## config.mk

```make
export PLATFORM = sky130hd
export DESIGN_NAME = uart_pkt_rx
export DESIGN_NICKNAME = d
export VERILOG_FILES = /design/src/rtl/uart_pkt_pkg.sv /design/src/rtl/uart_byte_rx.sv /design/src/rtl/uart_pkt_rx.sv
export SDC_FILE = /design/constraint.sdc
export NUM_CORES = 1
export LEC_CHECK = 0
export ABC_AREA = 1
export ABC_CLOCK_PERIOD_IN_PS = 2780
export CAP_MARGIN = 25
export CORE_MARGIN = 2
export CORE_UTILIZATION = 50
export DETAILED_ROUTE_END_ITERATION = 10
export PLACE_DENSITY = 0.75
export RECOVER_POWER = 25
export SETUP_SLACK_MARGIN = 0.05
export SYNTH_ARGS = -nofsm -noshare
export SYNTH_HDL_FRONTEND = slang
export SYNTH_HIERARCHICAL = 1
export SYNTH_SLANG_ARGS = --single-unit
```

## constraint.sdc

```tcl
create_clock -name sys_clk -period 2.78 [get_ports sys_clk]
set_input_delay 0.556 -clock sys_clk [delete_from_list [all_inputs] [get_ports sys_clk]]
set_output_delay 0.556 -clock sys_clk [all_outputs]
set_load 0.005 [all_outputs]
```

## src/rtl/uart_pkt_pkg.sv

```systemverilog
// Shared types, default framing constants and baud helper for the UART packet receiver.
package uart_pkt_pkg;

    typedef enum logic [2:0] {
        S_HEAD,
        S_PAY,
        S_CHK,
        S_TAIL0,
        S_TAIL1
    } pkt_state_t;

    typedef enum logic [1:0] {
        B_IDLE,
        B_START,
        B_DATA,
        B_STOP
    } byte_state_t;

    localparam logic [7:0] DEF_HEAD_BYTE = 8'h55;
    localparam logic [7:0] DEF_TAIL0     = 8'h0D;
    localparam logic [7:0] DEF_TAIL1     = 8'h0A;

    function automatic int unsigned baud_cnt(input int unsigned clk, input int unsigned bps);
        return clk / bps;
    endfunction

endpackage

```

## src/rtl/uart_byte_rx.sv

```systemverilog
// 8N1 byte deserialiser: 2-flop synchroniser, start re-check at half bit,
// mid-bit sampling, and a return to idle right after the stop-bit sample.
module uart_byte_rx
    import uart_pkt_pkg::*;
#(
    parameter int unsigned CLK_FREQ = 50_000_000,
    parameter int unsigned UART_BPS = 230_400
) (
    input  logic       sys_clk,
    input  logic       sys_rst_n,
    input  logic       uart_rxd,
    output logic [7:0] byte_data,
    output logic       byte_valid,
    output logic       err_frame
);

    localparam int unsigned BAUD_CNT = baud_cnt(CLK_FREQ, UART_BPS);
    localparam int unsigned CNT_W    = $clog2(BAUD_CNT + 1);
    localparam logic [CNT_W-1:0] FULL_LAST = CNT_W'(BAUD_CNT - 1);
    localparam logic [CNT_W-1:0] HALF_LAST = CNT_W'(BAUD_CNT / 2 - 1);

    logic [1:0]       rx_sync;
    logic             rx_prev;
    logic             rx;
    byte_state_t      state;
    byte_state_t      state_nxt;
    logic [CNT_W-1:0] cnt;
    logic [2:0]       bit_idx;
    logic [7:0]       shreg;
    logic             start_edge;
    logic             half_hit;
    logic             full_hit;
    logic             cnt_clr;
    logic             shift_en;
    logic             byte_ok;
    logic             byte_bad;

    assign rx         = rx_sync[1];
    assign start_edge = rx_prev & ~rx;
    assign half_hit   = (cnt == HALF_LAST);
    assign full_hit   = (cnt == FULL_LAST);

    // Synchronise the asynchronous pin; reset to idle-high so no false edge follows reset.
    always_ff @(posedge sys_clk) begin
        if (!sys_rst_n) begin
            rx_sync <= '1;
            rx_prev <= 1'b1;
        end else begin
            rx_sync <= {rx_sync[0], uart_rxd};
            rx_prev <= rx;
        end
    end

    // State register.
    always_ff @(posedge sys_clk) begin
        if (!sys_rst_n) begin
            state <= B_IDLE;
        end else begin
            state <= state_nxt;
        end
    end

    // Next-state logic: a high line at the half-bit point is a false start.
    always_comb begin
        state_nxt = state;
        case (state)
            B_IDLE:  if (start_edge) state_nxt = B_START;
            B_START: if (half_hit) state_nxt = rx ? B_IDLE : B_DATA;
            B_DATA:  if (full_hit && bit_idx == 3'd7) state_nxt = B_STOP;
            B_STOP:  if (full_hit) state_nxt = B_IDLE;
            default: state_nxt = B_IDLE;
        endcase
    end

    // Output decode: counter control, bit shift strobe and stop-bit verdict.
    always_comb begin
        cnt_clr  = (state == B_IDLE) || (state_nxt != state) || full_hit;
        shift_en = (state == B_DATA) && full_hit;
        byte_ok  = (state == B_STOP) && full_hit && rx;
        byte_bad = (state == B_STOP) && full_hit && !rx;
    end

    // Bit-time counter, LSB-first shift register and registered byte outputs.
    always_ff @(posedge sys_clk) begin
        if (!sys_rst_n) begin
            cnt        <= '0;
            bit_idx    <= '0;
            shreg      <= '0;
            byte_data  <= '0;
            byte_valid <= 1'b0;
            err_frame  <= 1'b0;
        end else begin
            cnt <= cnt_clr ? '0 : cnt + 1'b1;
            if (state != B_DATA) begin
                bit_idx <= '0;
            end else if (full_hit) begin
                bit_idx <= bit_idx + 1'b1;
            end
            if (shift_en) begin
                shreg <= {rx, shreg[7:1]};
            end
            byte_valid <= byte_ok;
            err_frame  <= byte_bad;
            if (byte_ok) begin
                byte_data <= shreg;
            end
        end
    end

endmodule

```

## src/rtl/uart_pkt_rx.sv

```systemverilog
// Packet receiver: header, PAYLOAD_LEN payload bytes, optional XOR checksum,
// two tail bytes; delivers the payload as one flat vector with a valid pulse.
module uart_pkt_rx
    import uart_pkt_pkg::*;
#(
    parameter int unsigned CLK_FREQ     = 50_000_000,
    parameter int unsigned UART_BPS     = 230_400,
    parameter int unsigned PAYLOAD_LEN  = 5,
    parameter logic [7:0]  HEAD_BYTE    = DEF_HEAD_BYTE,
    parameter logic [7:0]  TAIL0        = DEF_TAIL0,
    parameter logic [7:0]  TAIL1        = DEF_TAIL1,
    parameter bit          CHK_EN       = 1'b0,
    parameter int unsigned TIMEOUT_BITS = 20
) (
    input  logic                     sys_clk,
    input  logic                     sys_rst_n,
    input  logic                     uart_rxd,
    output logic [7:0]               byte_data,
    output logic                     byte_valid,
    output logic [8*PAYLOAD_LEN-1:0] pkt_data,
    output logic                     pkt_valid,
    output logic                     pkt_busy,
    output logic [7:0]               pkt_count,
    output logic                     err_frame,
    output logic                     err_tail,
    output logic                     err_chk,
    output logic                     err_timeout
);

    localparam int unsigned BAUD_CNT = baud_cnt(CLK_FREQ, UART_BPS);
    localparam int unsigned TO_LIMIT = TIMEOUT_BITS * BAUD_CNT;
    localparam int unsigned TO_W     = $clog2(TO_LIMIT + 1);
    localparam int unsigned IDX_W    = (PAYLOAD_LEN > 1) ? $clog2(PAYLOAD_LEN) : 1;
    localparam logic [IDX_W-1:0] IDX_LAST = IDX_W'(PAYLOAD_LEN - 1);
    localparam logic [TO_W-1:0]  TO_HIT   = TO_W'(TO_LIMIT);

    logic [7:0]               rx_byte;
    logic                     rx_valid;
    logic                     rx_ferr;
    pkt_state_t               state;
    pkt_state_t               state_nxt;
    logic [IDX_W-1:0]         idx;
    logic [7:0]               xor_acc;
    logic [8*PAYLOAD_LEN-1:0] shadow;
    logic [TO_W-1:0]          to_cnt;
    logic                     to_hit;
    logic                     head_ok;
    logic                     pay_wr;
    logic                     pkt_done;
    logic                     chk_fail;
    logic                     tail_fail;
    logic                     to_fire;

    uart_byte_rx #(
        .CLK_FREQ (CLK_FREQ),
        .UART_BPS (UART_BPS)
    ) u_byte_rx (
        .sys_clk    (sys_clk),
        .sys_rst_n  (sys_rst_n),
        .uart_rxd   (uart_rxd),
        .byte_data  (rx_byte),
        .byte_valid (rx_valid),
        .err_frame  (rx_ferr)
    );

    assign byte_data = rx_byte;
    assign byte_valid = rx_valid;
    assign err_frame  = rx_ferr;
    assign pkt_busy   = (state != S_HEAD);
    assign to_hit     = (state != S_HEAD) && (to_cnt == TO_HIT);

    // State register.
    always_ff @(posedge sys_clk) begin
        if (!sys_rst_n) begin
            state <= S_HEAD;
        end else begin
            state <= state_nxt;
        end
    end

    // Next-state logic; a received byte takes priority over a coincident timeout.
    always_comb begin
        state_nxt = state;
        if (rx_valid) begin
            case (state)
                S_HEAD:  if (rx_byte == HEAD_BYTE) state_nxt = S_PAY;
                S_PAY:   if (idx == IDX_LAST) state_nxt = CHK_EN ? S_CHK : S_TAIL0;
                S_CHK:   state_nxt = (rx_byte == xor_acc) ? S_TAIL0 : S_HEAD;
                S_TAIL0: state_nxt = (rx_byte == TAIL0) ? S_TAIL1 : S_HEAD;
                S_TAIL1: state_nxt = S_HEAD;
                default: state_nxt = S_HEAD;
            endcase
        end else if (rx_ferr || to_hit) begin
            state_nxt = S_HEAD;
        end
    end

    // Output decode: per-byte actions and the verdicts registered as pulses.
    always_comb begin
        head_ok   = rx_valid && (state == S_HEAD) && (rx_byte == HEAD_BYTE);
        pay_wr    = rx_valid && (state == S_PAY);
        pkt_done  = rx_valid && (state == S_TAIL1) && (rx_byte == TAIL1);
        chk_fail  = rx_valid && (state == S_CHK) && (rx_byte != xor_acc);
        tail_fail = rx_valid && (((state == S_TAIL0) && (rx_byte != TAIL0)) ||
                                 ((state == S_TAIL1) && (rx_byte != TAIL1)));
        to_fire   = to_hit && !rx_valid;
    end

    // Payload shadow, running XOR, index and inter-byte gap counter.
    always_ff @(posedge sys_clk) begin
        if (!sys_rst_n) begin
            idx     <= '0;
            xor_acc <= '0;
            shadow  <= '0;
            to_cnt  <= '0;
        end else begin
            if (head_ok) begin
                idx     <= '0;
                xor_acc <= '0;
            end else if (pay_wr) begin
                idx                      <= idx + 1'b1;
                xor_acc                  <= xor_acc ^ rx_byte;
                shadow[int'(idx)*8 +: 8] <= rx_byte;
            end
            if ((state == S_HEAD) || rx_valid) begin
                to_cnt <= '0;
            end else if (to_cnt != TO_HIT) begin
                to_cnt <= to_cnt + 1'b1;
            end
        end
    end

    // Packet delivery, good-packet counter and error pulses.
    always_ff @(posedge sys_clk) begin
        if (!sys_rst_n) begin
            pkt_data    <= '0;
            pkt_valid   <= 1'b0;
            pkt_count   <= '0;
            err_tail    <= 1'b0;
            err_chk     <= 1'b0;
            err_timeout <= 1'b0;
        end else begin
            pkt_valid   <= pkt_done;
            err_tail    <= tail_fail;
            err_chk     <= chk_fail;
            err_timeout <= to_fire;
            if (pkt_done) begin
                pkt_data  <= shadow;
                pkt_count <= pkt_count + 8'd1;
            end
        end
    end

endmodule

```

==> results.md <==
* Outcome: finished, final reports clean
* Minimum clock period at 2250 ps
* Lkg Pwr at 2.79 nW
* Syn Inst Count at 808
* Endpoints failing hold at 0
* Hold Startpoint: u_byte_rx/rx_sync[0]$_SDFF_PN1_
* Post-synth top cells: dfxtp_1, nor2_1, a21oi_1, nand2_1, o21ai_0
* Post-CTS setup repair buffer count at 0
* Hold WC Path Type: reg -> reg
* Clock Path Buffers at 2
* Max-cap viol count at 0
* CTS tree: yes
* Unique masters post-synth at 39
* IO Port Bufs at 65
* Drt wl/cell at 12.3 um
* Post-DRT Antenna Nets at 0
* Max VDD drop at 0.390 mV
* Internal power at 3.48 mW
* Total GRT Usage at 20.2%
* Worst skew pair latency at 420 ps
* Root Driver: clkbuf_16
* Initial Util at 50.6%
* Post-Route WL at 13.0 mm
* Logic pwr share at 1.3%
* Layout cells sized above 1 at 9.08%
* Reg2reg end: shadow[16]$_SDFFE_PN0P_
* FF-to-FF setup slack at 540 ps
* Max incr delay on CP at 970 ps
* Die width at 116 um
* Worst path slowest cell: clkbuf_2
* Clock Skew at 7.52 ps
* Core area at 12500 um^2
* Switching Fraction at 21.1%
* Final setup violating endpoints at 0
* Die H at 116 um
* Synthesis Warnings at 6
* Critical path class: in -> reg
* Clock power frac at 48.9%
* Dominant cell by count in the synthesized netlist: dfxtp_1
* Synth async-reset ratio at 0%
* PD cells at 582 nW/um^2
* Unrepaired setup endpoints after global routing: no
* Detailed-placement wirelength estimate at 8.82 mm
* Synth top area share at 48.6%
* Antenna cells at 0
* Synth area leaders: dfxtp_1, a21oi_1, nor2_1, o21ai_0, nand2_1
* Max-slew headroom at 14.4%
* Largest net degree at the start of global routing at 85
* Sequential fraction of the synthesis area at 48.6%
* Mapped Area at 6310 um^2
* Top_reg_cell synth: dfxtp_1
* Initial detailed-routing violation count at 309
* Io pins at 66
* CP startpoint kind: input port
* CTS Sinks at 153
* Reg power frac at 49.8%
* FP Rows at 41
* Worst reg2reg path startpoint: idx[0]$_SDFFE_PP0N_
* CP most frequent cell: clkbuf_1
* Vias in the first global route at 4830
* Fmax at 0.444 GHz
* Hold endpoint: u_byte_rx/rx_sync[1]$_SDFF_PN1_
* Layout net count at 883
* Vias at 5289
* First-pass GRT wire length at 21.9 mm
* Clock transition at the registers of the reported paths at 60 ps
* Placer congestion estimate at 0.829
* Seq cells post-synth at 153
* Switching pwr at 0.933 mW
* Post-layout util at 60.9%
* H-Tree Depth at 4
* Crit-path cells: clkbuf_1, clkbuf_2, inv_1, clkbuf_1, a21oi_1
* GRT overflow at 0
* Slew of the pin with the lowest slew margin at 1280 ps
* Initial antenna violation count at 0
* Resized Gates After CTS at 0
* Worst EP required at 3130 ps
* Crit. End Element: flop
* CP arrival at 2600 ps
* Final critical-path share of the clock period at 80.9%
* Mean Syn Cell Area at 7.81 um^2
* Number of flops mapped to enable cells by yosys at 0
* Worst-path maximum fanout at 84
* Synth Net Count at 823
* Synth area leader: dfxtp_1
* DRC at 0
* Pre-Repair DR Iteration Count at 5
* Setup TNS at 0 ps
* Reg2Reg Depth at 7
* Worst Hold Depth at 1
* Total die area at 13500 um^2
* Hold Buf Count CTS at 0
* Via/cell ratio at 5.02
* TritonCTS Buffers at 17
* Max-slew violations at 0
* Layout Area Growth over Synthesis at 20.3%
cell families (layout without fill, tap and decap cells):
kind of cell / Yosys count / count (layout) / share of synthesized area (%)
DFF: 153 / 153 / 48.6
buffers and inverters: 115 / 188 / 7.66
and+or+nand+nor: 317 / 317 / 23.1
adders and majority gates: 12 / 12 / 2.38
xor gates and xnor gates: 18 / 18 / 2.50
AOI/OAI and AO/OA: 193 / 193 / 15.8
power by group through the flow:
| stage | Sequential [mW] | Clock (mW) | Combinational (mW) |
|---|---|---|---|
| final | 2.20 | 2.16 | 0.0567 |
| after global routing | 2.20 | 2.30 | 0.0653 |
| after CTS | 2.20 | 2.19 | 0.0592 |
| after detailed placement | 2.25 | 0 | 0.0592 |
| after global placement | 2.25 | 0 | 0.0595 |
| after floorplan | 2.25 | 0 | 0.0447 |
metal layers:
layer  part of all wire [%]  vias up  global-route usage (%)
met5                      0        -                       0
met2                     46       97                    32.4
met3                    4.3       17                    4.26
met1                     48     2411                    26.9
li1                       -     2764                       -
met4                    1.6        0                    7.54
critical path: cells and delay by family:
kind	cells	cell delay, ps
buffers and inverters	4	1860
AO/OA/AOI/OAI	1	180
placed cells by master, fill, tap and decap left out, drive strengths merged, types with 2 or more instances in the layout:
cell type      Yosys  final
a21oi            100    100
o21a               2      2
nor4               2      2
ha                12     12
a211oi             2      2
clkinvlp           0      3
nor2             144    144
nand3             42     42
inv               83     83
buf               16      4
nand2             93     93
nor3              20     20
xnor2             11     11
clkinv             0      7
o21ai             85     85
clkbuf            16     26
or2                3      3
nand4              9      9
xor2               7      7
dfxtp            153    153
clkdlybuf4s50      0     64
sequential cells by signal, summed over array words and instances, names as in the netlist, 3 cells and up:
register / flops
pkt_data: 40
u_byte_rx/bit_idx: 3
u_byte_rx/byte_data: 8
shadow: 40
pkt_count: 8
xor_acc: 8
state: 3
u_byte_rx/cnt: 8
u_byte_rx/shreg: 8
idx: 3
to_cnt: 13
through the flow:
step	cells	worst slack [ps]	hold slack [ps]	total power, mW	area, um^2
2_1_floorplan	808	942	393	2.29	6310
3_3_place_gp	1021	619	405	2.31	7060
3_5_place_dp	1021	510	401	2.31	7060
4_1_cts	1053	599	415	4.45	7620
5_1_grt	1053	284	430	4.56	7590
6_report	1053	530	414	4.42	7590
final cells by class:
cell class                 count  area, um^2
fill                        1128        4880
sequential                   153        3060
multi-input combinational    540        2750
timing repair buffer          73         692
clock buffer                  21         460
inverter                      83         312
tap                          172         215
clock inverter                11        98.8
worst max path at each step:
stage | startpoint | endpoint | slack, ps | depth (start not counted)
2_1_floorplan | idx[0]$_SDFFE_PP0N_ | shadow[16]$_SDFFE_PN0P_ | 940 | 7
4_1_cts | state[0]$_SDFFE_PN0P_ | pkt_busy | 600 | 3
5_1_grt | idx[0]$_SDFFE_PP0N_ | shadow[16]$_SDFFE_PN0P_ | 280 | 7
6_report | sys_rst_n | u_byte_rx/byte_data[6]$_SDFFE_PN0P_ | 530 | 5
3_5_place_dp | sys_rst_n | to_cnt[0]$_SDFFE_PP0P_ | 510 | 6
3_3_place_gp | sys_rst_n | to_cnt[0]$_SDFFE_PP0P_ | 620 | 6
Power figures use the tool's default switching activity.
